`src/rtl/mf_cken_synth.sv`:
```
// mf_cken_synth: NUM_CH-channel NCO clock-enable synthesizer with a
// PLL-style lock indicator that settles after every reconfiguration.
//
// Ports:
//   refclk     sole clock, rising edge
//   rst        synchronous active-high reset
//   cfg_valid  config write request
//   cfg_ready  config write can be accepted (low in APPLY and in reset)
//   cfg_ch     target channel; values >= NUM_CH are consumed, ignored
//   cfg_inc    phase increment, f_out = f_refclk * inc / 2^ACC_W
//   cfg_phase  accumulator reload value (phase offset)
//   ch_en      per-channel run enable
//   cken       one-cycle strobe per accumulator carry (registered)
//   clk_level  accumulator MSB, square wave (registered)
//   locked     outputs settled
//
// Optional feature macro: MF_CKEN_PHASE_ALIGN_EN
//   defined   -> every channel reloads its phase when a write is applied
//   undefined -> only the written channel reloads
module mf_cken_synth #(
    parameter int NUM_CH      = 5,
    parameter int ACC_W       = 32,
    parameter int LOCK_CYCLES = 1024,
    localparam int CH_W = (NUM_CH > 1) ? $clog2(NUM_CH) : 1
) (
    input  logic              refclk,
    input  logic              rst,
    input  logic              cfg_valid,
    output logic              cfg_ready,
    input  logic [CH_W-1:0]   cfg_ch,
    input  logic [ACC_W-1:0]  cfg_inc,
    input  logic [ACC_W-1:0]  cfg_phase,
    input  logic [NUM_CH-1:0] ch_en,
    output logic [NUM_CH-1:0] cken,
    output logic [NUM_CH-1:0] clk_level,
    output logic              locked
);

    localparam int CNT_W = $clog2(LOCK_CYCLES);
    localparam logic [CNT_W-1:0] CNT_LAST = CNT_W'(LOCK_CYCLES - 1);

    typedef enum logic [1:0] {
        SETTLE,
        LOCKED,
        APPLY
    } state_t;

    state_t            state_q, state_d;
    logic [CNT_W-1:0]  lock_cnt_q, lock_cnt_d;
    logic              locked_q, locked_d;
`ifndef MF_CKEN_PHASE_ALIGN_EN
    logic [CH_W-1:0]   apply_ch_q, apply_ch_d;
`endif

    logic [ACC_W-1:0]  inc_q [NUM_CH];
    logic [ACC_W-1:0]  inc_d [NUM_CH];
    logic [ACC_W-1:0]  ph_q  [NUM_CH];
    logic [ACC_W-1:0]  ph_d  [NUM_CH];
    logic [ACC_W-1:0]  acc_q [NUM_CH];
    logic [ACC_W-1:0]  acc_d [NUM_CH];
    logic [ACC_W:0]    sum   [NUM_CH];
    logic [NUM_CH-1:0] cken_q, cken_d;
    logic [NUM_CH-1:0] lvl_q, lvl_d;

    logic accept;
    logic ch_ok;
    logic wr;
    logic reload;
    logic hit;

    assign cfg_ready = !rst && (state_q != APPLY);
    assign accept    = cfg_valid && cfg_ready;
    assign ch_ok     = (int'(cfg_ch) < NUM_CH);
    assign reload    = (state_q == APPLY);

    assign cken      = cken_q;
    assign clk_level = lvl_q;
    assign locked    = locked_q;

    // Control FSM: an accepted write parks in APPLY for one cycle, then
    // the lock counter restarts from zero in SETTLE.
    always_comb begin
        state_d    = state_q;
        lock_cnt_d = lock_cnt_q;
        locked_d   = locked_q;
        wr         = 1'b0;
`ifndef MF_CKEN_PHASE_ALIGN_EN
        apply_ch_d = apply_ch_q;
`endif
        unique case (state_q)
            SETTLE: begin
                if (accept && ch_ok) begin
                    wr       = 1'b1;
                    locked_d = 1'b0;
                    state_d  = APPLY;
                end else if (lock_cnt_q == CNT_LAST) begin
                    locked_d = 1'b1;
                    state_d  = LOCKED;
                end else begin
                    lock_cnt_d = lock_cnt_q + CNT_W'(1);
                end
            end
            LOCKED: begin
                if (accept && ch_ok) begin
                    wr       = 1'b1;
                    locked_d = 1'b0;
                    state_d  = APPLY;
                end
            end
            APPLY: begin
                lock_cnt_d = '0;
                state_d    = SETTLE;
            end
            default: begin
                state_d = SETTLE;
            end
        endcase
`ifndef MF_CKEN_PHASE_ALIGN_EN
        if (wr) begin
            apply_ch_d = cfg_ch;
        end
`endif
    end

    // Per-channel NCO. A disabled channel freezes its accumulator and
    // forces both outputs low; a reload overrides whatever the add did.
    always_comb begin
        hit = 1'b0;
        for (int i = 0; i < NUM_CH; i++) begin
            inc_d[i] = inc_q[i];
            ph_d[i]  = ph_q[i];
            if (wr && (int'(cfg_ch) == i)) begin
                inc_d[i] = cfg_inc;
                ph_d[i]  = cfg_phase;
            end

            sum[i] = {1'b0, acc_q[i]} + {1'b0, inc_q[i]};
            if (ch_en[i]) begin
                acc_d[i]  = sum[i][ACC_W-1:0];
                cken_d[i] = sum[i][ACC_W];
                lvl_d[i]  = sum[i][ACC_W-1];
            end else begin
                acc_d[i]  = acc_q[i];
                cken_d[i] = 1'b0;
                lvl_d[i]  = 1'b0;
            end

`ifdef MF_CKEN_PHASE_ALIGN_EN
            hit = reload;
`else
            hit = reload && (int'(apply_ch_q) == i);
`endif
            if (hit) begin
                acc_d[i]  = ph_q[i];
                cken_d[i] = 1'b0;
                lvl_d[i]  = ch_en[i] & ph_q[i][ACC_W-1];
            end
        end
    end

    always_ff @(posedge refclk) begin
        if (rst) begin
            state_q    <= SETTLE;
            lock_cnt_q <= '0;
            locked_q   <= 1'b0;
`ifndef MF_CKEN_PHASE_ALIGN_EN
            apply_ch_q <= '0;
`endif
            cken_q     <= '0;
            lvl_q      <= '0;
            for (int i = 0; i < NUM_CH; i++) begin
                inc_q[i] <= '0;
                ph_q[i]  <= '0;
                acc_q[i] <= '0;
            end
        end else begin
            state_q    <= state_d;
            lock_cnt_q <= lock_cnt_d;
            locked_q   <= locked_d;
`ifndef MF_CKEN_PHASE_ALIGN_EN
            apply_ch_q <= apply_ch_d;
`endif
            cken_q     <= cken_d;
            lvl_q      <= lvl_d;
            for (int i = 0; i < NUM_CH; i++) begin
                inc_q[i] <= inc_d[i];
                ph_q[i]  <= ph_d[i];
                acc_q[i] <= acc_d[i];
            end
        end
    end

endmodule
```
`config.mk`:
```
export PLATFORM = sky130hd
export DESIGN_NAME = mf_cken_synth
export DESIGN_NICKNAME = d
export VERILOG_FILES = /design/src/rtl/mf_cken_synth.sv
export SDC_FILE = /design/constraint.sdc
export NUM_CORES = 1
export LEC_CHECK = 0
export CORE_MARGIN = 2
export CORE_UTILIZATION = 47
export DETAILED_ROUTE_END_ITERATION = 12
export DONT_BUFFER_PORTS = 1
export GPL_TIMING_DRIVEN = 0
export REMOVE_ABC_BUFFERS = 1
export SLEW_MARGIN = 40
export SYNTH_ARGS = -nofsm -noshare
export SYNTH_HDL_FRONTEND = slang
export SYNTH_SLANG_ARGS = --single-unit
```
`constraint.sdc`:
```
create_clock -name refclk -period 3.7 [get_ports refclk]
set_clock_uncertainty 0.15 [all_clocks]
set_input_delay 0.555 -clock refclk [delete_from_list [all_inputs] [get_ports refclk]]
set_output_delay 0.555 -clock refclk [all_outputs]
set_load 0.05 [all_outputs]
```
==> impl_results.md, run 1 <==
* Status: completed
* I/O Pins at 87
* Seq cells post-synth at 506
* R2R Setup Slk at 0.11 ns
* Number of buffers inserted by port buffering at 0
* Clock Pin Slew Worst Setup and Hold Paths at 0.06 ns
* F_max at 279 MHz
* Final max-slew violation count at 0
* Synth Cell Area at 26900 sq um
* Die Span Y at 243 um
* Min cycle time layout at 3.59 ns
* CP Max Fanout at 4
* Max Cap Viol at 0
* Maximum vdd drop at 394 uV
* Drt total wl at 85.6 mm
* Hold crit path type: input port to flip-flop
* Row count at 87
* Largest net degree at the start of global routing at 208
* Clk buf depth at 3
* Area growth syn-to-layout at 19.9%
* Cells after Synth at 3419
* Asr flop ratio synth at 0
* Count of cell types in the netlist at 84
* Filler instances at 5229
* CP Data Required Time at 4.03 ns
* Setup-failing EPs final at 0
* Slew @ Worst Pin at 1.06 ns
* Crit start category: flip-flop
* GRT Util Overall at 0.284
* Gpl congestion at 0.938
* Main synth FF type: dfxtp_1
* DRT iter0 DRCs at 1598
* Fin crit share at 0.970
* Drc violations at 0
* Grt total ovfl at 0
* Multi-input logic area at 16000 sq um
* Fin nets at 3819
* Hold_ws at 0.0634 ns
* Core ar. at 56500 sq um
* Vias per cell at 5.77
* RSZ-0062 raised after global routing: no
* CTS tree: done
* Inserted Clock Buffers at 56
* Initial antenna violation count at 7
* Clk sinks at 506
* Vias in the first global route at 25166
* Design Area, Final at 32300 sq um
* Clock Tree Root: clkbuf_16
* Post-synth EDFFs at 0
* Hold Fails Final Rpt at 0
* Arr. time, crit path at 3.92 ns
* P per Cell Area at 379 nW/um^2
* Yosys warning total at 0
* Synthesized area per cell at 7.88 sq um
* Max-slew headroom at 0.295
* Register area at 10100 sq um
* CP Capture Type: flip-flop
* Clk_lat worst skew at 0.61 ns
* Die span in x at 243 um
* First-pass GRT wire length at 136 mm
* Via Count at 25288
* Average routed wire per standard cell at 19.5 um
* Setup TNS Final at 0 ns
* H-tree levels at 2
* Pleak at 13.6 nW
* Dpl cell area at 27600 sq um
* Sequential area share after synthesis at 0.376
* Share of cells above drive strength 1 at 0.0514
* Pre-Repair DR Iteration Count at 5
* Critical path class: flip-flop to flip-flop
* Full die area at 59300 sq um
* Final HPWL DP at 53.5 mm
* Starting Density at 0.477
* Post-route ant nets at 0
## final cells by class
cell class / instances / area share
Inverter: 41 / 0.00476
Clock buffer: 84 / 0.0510
Sequential cell: 506 / 0.314
Multi-Input combinational cell: 2659 / 0.494
Clock inverter: 14 / 0.00631
Tap cell: 756 / 0.0293
Antenna cell: 8 / 0.000620
Timing Repair Buffer: 314 / 0.100
## worst paths after layout
kind | endpoint | cells after the start | start
setup / recovery | cken[0] | 11 | inc_q[0][0]
hold / removal | acc_q[0][92] | 3 | ch_en[2]
setup reg to reg | cken[0] | 11 | inc_q[0][0]
hold reg to reg | ph_q[0][81] | 2 | ph_q[0][81]
## report_power, final
part / internal (mW) / switching (mW)
Clock: 3.40 / 2.33
Combinational: 0.358 / 0.559
Sequential: 5.55 / 0.0656
Total: 9.31 / 2.95
## state kept, by name, summed over array words and instances (netlist names)
| register | count |
|---|---|
| cken | 5 |
| locked | 1 |
| state_q | 2 |
| ph_q | 160 |
| inc_q | 160 |
| apply_ch_q | 3 |
| acc_q | 160 |
| clk_level | 5 |
| lock_cnt_q | 10 |
## per-stage QoR
stage                     utilization  setup WS, ns  power [mW]  std cells
final                           0.572         0.110        12.3       4382
after global routing            0.572        0.0434        12.6       4378
after CTS                       0.571        0.0209        12.3       4369
after detailed placement        0.489        -0.123        6.32       4001
after global placement          0.479         -3.53        6.28       3962
after floorplan                     -         -1.11        6.17       3206
## critical path, cell delays in order (launching register included)
cell and delay, ns:
dfxtp_1 0.32, ha_1 0.23, fa_1 0.41, a21oi_1 0.35
o211ai_1 0.19, a22o_1 0.35, a2111oi_4 0.42, nor2_1 0.17
a2111oi_2 0.38, nor3_1 0.14, a211oi_1 0.26, nor3_1 0.08
## cells in the final DEF, fill, tap and decap left out, types with 17 or more instances in the layout
master,count
a211oi_1,137
a21o_1,91
a21oi_1,513
a311oi_1,18
a31oi_1,29
and3_1,24
buf_4,17
clkbuf_16,57
dfxtp_1,506
dlygate4sd3_1,267
ha_1,161
inv_1,40
mux2i_1,96
nand2_1,759
nand2b_1,18
nand3_1,48
nand4_1,23
nor2_1,230
nor2b_1,17
nor3_1,28
nor3b_1,17
o21a_1,24
o21ai_0,95
o21bai_1,19
xnor2_1,80
xor2_1,45
## cell families after synthesis
logic type / synth area share
muxes: 0.0369
AOI/OAI and AO/OA: 0.238
buffers and inverters: 0.0368
and+or+nand+nor: 0.194
DFF: 0.376
xor gates and xnor gates: 0.0406
adders and majority gates: 0.0785
## synthesized netlist by cell type, types with 10 or more instances
cell type,n,area share
nand3_1,51,0.0095
buf_2,25,0.0046
nand2_1,761,0.11
a21oi_1,514,0.095
nor2_1,232,0.032
nor2b_1,17,0.0039
a211oi_1,137,0.038
nor3b_1,17,0.0047
xor2_1,45,0.015
a31oi_1,29,0.0067
clkbuf_1,164,0.023
o21a_1,24,0.0067
nor3_1,28,0.0052
or3_1,14,0.0033
buf_1,23,0.0032
mux2i_1,96,0.036
nand4_1,23,0.0053
xnor2_1,80,0.026
and3_1,26,0.0060
o21bai_1,19,0.0053
dfxtp_1,506,0.38
o21ai_0,95,0.018
o211ai_1,10,0.0028
inv_1,40,0.0056
a21o_1,91,0.025
o22ai_1,15,0.0035
ha_1,161,0.075
nand2b_1,19,0.0044
o21ai_1,16,0.0030
a311oi_1,18,0.0059
## routing by layer
| layer | global-route usage | routed length [um] | vias to the layer above |
|---|---|---|---|
| met3 | 0.0361 | 4320 | 178 |
| li1 | - | - | 12371 |
| met2 | 0.485 | 40300 | 665 |
| met4 | 0.121 | 3530 | 0 |
| met5 | 0 | 0 | - |
| met1 | 0.361 | 37500 | 12074 |
## repair_timing
| item | in CTS | in global routing |
|---|---|---|
| hold buffers | 270 | 1 |
| hold endpoints to repair | 456 | 2 |
| setup endpoints to repair | 14 | 99 |
| pin swaps | 0 | 2 |
| gates resized for setup | 1 | 3 |
| setup buffers | 0 | 4 |
(Power assumes the default switching activity.)
==> run 2, diff against run 1 <==
CORE_UTILIZATION = 63   (was 47)
PLACE_DENSITY = 0.79   (was unset)
==> run 2 against run 1 <==
Compared with the run above:
- register-to-register slack worse by 0.09 ns
- critical path type unchanged
- highest routed layer is now met5
- flip-flop and latch count stayed put
- power is 1.3% lower
- count of clock-buffer cells in the layout is 12 lower
- largest power group is now registers
- core utilization is 21 points higher
==> impl_results.md, run 2 (synthesis results as in run 1) <==
* Status: completed
* Final HPWL DP at 52.2 mm
* Biggest regs: acc_q: 160 flops, inc_q: 160 flops, ph_q: 160 flops
* Drc violations at 0
* Via Count at 27149
* DRT iter0 DRCs at 2876
* F_max at 272 MHz
* Post-route ant nets at 0
* Reg-to-Reg End: inc_q[0][21]
* P per Cell Area at 368 nW/um^2
* H-tree levels at 2
* Starting Density at 0.641
* Drt total wl at 89.8 mm
* Crit start category: flip-flop
* First-pass GRT wire length at 140 mm
* CP Data Required Time at 4.10 ns
* Max Cap Viol at 0
* Share of cells above drive strength 1 at 0.0508
* FF-to-FF path depth at 11
* Number of buffers inserted by port buffering at 0
* Die Span Y at 211 um
* Total power at 12.1 mW
* Fin crit share at 0.995
* Clk sinks at 506
* Placed insts at 3781
* Reg2reg start: state_q[1]
* Arr. time, crit path at 4.08 ns
* Initial antenna violation count at 12
* Hold_ws at 0.0201 ns
* Fin nets at 3902
* Worst Setup SP: state_q[1]
* I/O Pins at 87
* Average routed wire per standard cell at 21.2 um
* Clock Pin Slew Worst Setup and Hold Paths at 0.06 ns
* Setup-failing EPs final at 0
* Maximum vdd drop at 415 uV
* Pre-Repair DR Iteration Count at 6
* Vias in the first global route at 27021
* Clock Tree Root: clkbuf_16
* Worst hold path cell count at 3
* CTS tree: done
* CP Capture Type: flip-flop
* Die span in x at 211 um
* Dpl cell area at 27300 sq um
* R2R Setup Slk at 0.02 ns
* Critical Path End: inc_q[0][21]
* Vias per cell at 6.39
* Largest net degree at the start of global routing at 309
* Pleak at 14.2 nW
* Row count at 75
* Grt total ovfl at 0
* CP Max Fanout at 12
* Slew @ Worst Pin at 0.840 ns
* Most common cell after layout, fill and taps aside: nand2_1
* Gpl congestion at 0.954
* Max-slew headroom at 0.440
* Final max-slew violation count at 0
* Area growth syn-to-layout at 21.8%
* Critical path class: flip-flop to flip-flop
* Hold crit path type: input port to flip-flop
* Full die area at 44400 sq um
* Clk buf depth at 3
* Final Non-Filler Cells at 4246
* Hold Fails Final Rpt at 0
* Commonest cells after routing, fill and taps aside: nand2_1, a21oi_1, dfxtp_1
* Core ar. at 42000 sq um
* Inserted Clock Buffers at 53
* Clk_lat worst skew at 0.63 ns
* GRT Util Overall at 0.394
* Filler instances at 2783
* Min cycle time layout at 3.68 ns
* Design Area, Final at 32800 sq um
-- run 2: changes by cell type in the layout (fill, tap and decap cells not counted), moves of 3 or more --
| cell | previous run | this run |
|---|---|---|
| clkbuf_1 | 15 | 11 |
| clkbuf_8 | 12 | 8 |
| a21oi_2 | 4 | 7 |
| dlygate4sd3_1 | 267 | 358 |
| buf_4 | 17 | 13 |
| a21oi_1 | 513 | 510 |
| clkbuf_16 | 57 | 53 |
-- run 2: how the worst min path moves through the flow --
stage | to | startpoint | slack [ns]
floorplan | acc_q[0][130] | ph_q[0][130] | 0.28
global placement | ph_q[0][29] | ph_q[0][29] | 0.29
detailed placement | ph_q[0][103] | ph_q[0][103] | 0.30
CTS | acc_q[0][90] | rst | 0.004
global route | acc_q[0][94] | ch_en[2] | 0.02
finish | acc_q[0][94] | ch_en[2] | 0.02
-- run 2: worst max-delay path: stages, from the launching register on --
cell	delay, ns
dfxtp_1	0.42
nor2b_2	0.30
nor2_4	0.34
and3_4	0.31
nand2b_2	0.19
nor4_4	0.42
buf_6	0.21
buf_4	0.21
buf_4	0.21
nand2_1	0.07
a21oi_1	0.18
dlygate4sd3_1	0.59
-- run 2: cell type report --
type / count / area [sq um] / share of cell area
antenna: 9 / 22.5 / 0.000686
clock buffer: 72 / 1480 / 0.0450
clock inverter: 20 / 278 / 0.00846
inverter: 41 / 154 / 0.00469
multi-input combinational: 2659 / 16000 / 0.488
sequential: 506 / 10100 / 0.309
tap: 539 / 674 / 0.0205
timing repair buffer: 400 / 4080 / 0.124
-- run 2: power breakdown --
group | internal, mW | total [mW] | switching [mW]
combinational | 0.380 | 0.923 | 0.543
sequential | 5.55 | 5.62 | 0.0712
clock | 3.21 | 5.55 | 2.34
total | 9.14 | 12.1 | 2.95
-- run 2: timing repair --
item,CTS,global route
pin swaps,1,4
hold endpoints to repair,474,0
resized for setup,1,17
buffers inserted,1,3
hold buffers,360,0
endpoints found under the setup margin,27,210
-- run 2: routing by layer --
metal	vias up	GRT usage	routed length (um)	share of wire
li1	12523	-	-	-
met1	12797	0.473	34600	0.39
met2	1384	0.649	41400	0.46
met3	439	0.0620	6830	0.076
met4	6	0.273	6920	0.077
met5	-	0	41	0.00046
-- run 2: stage by stage --
step / TNS [ns] / utilization / setup slack [ns]
after global placement: -565.06 / 0.637 / -3.63
final: 0 / 0.781 / 0.0168
after CTS: 0 / 0.778 / 0.0304
after detailed placement: -3.63 / 0.650 / -0.250
after global routing: -0.0221 / 0.781 / -0.0214
after floorplan: -95.89 / - / -1.11
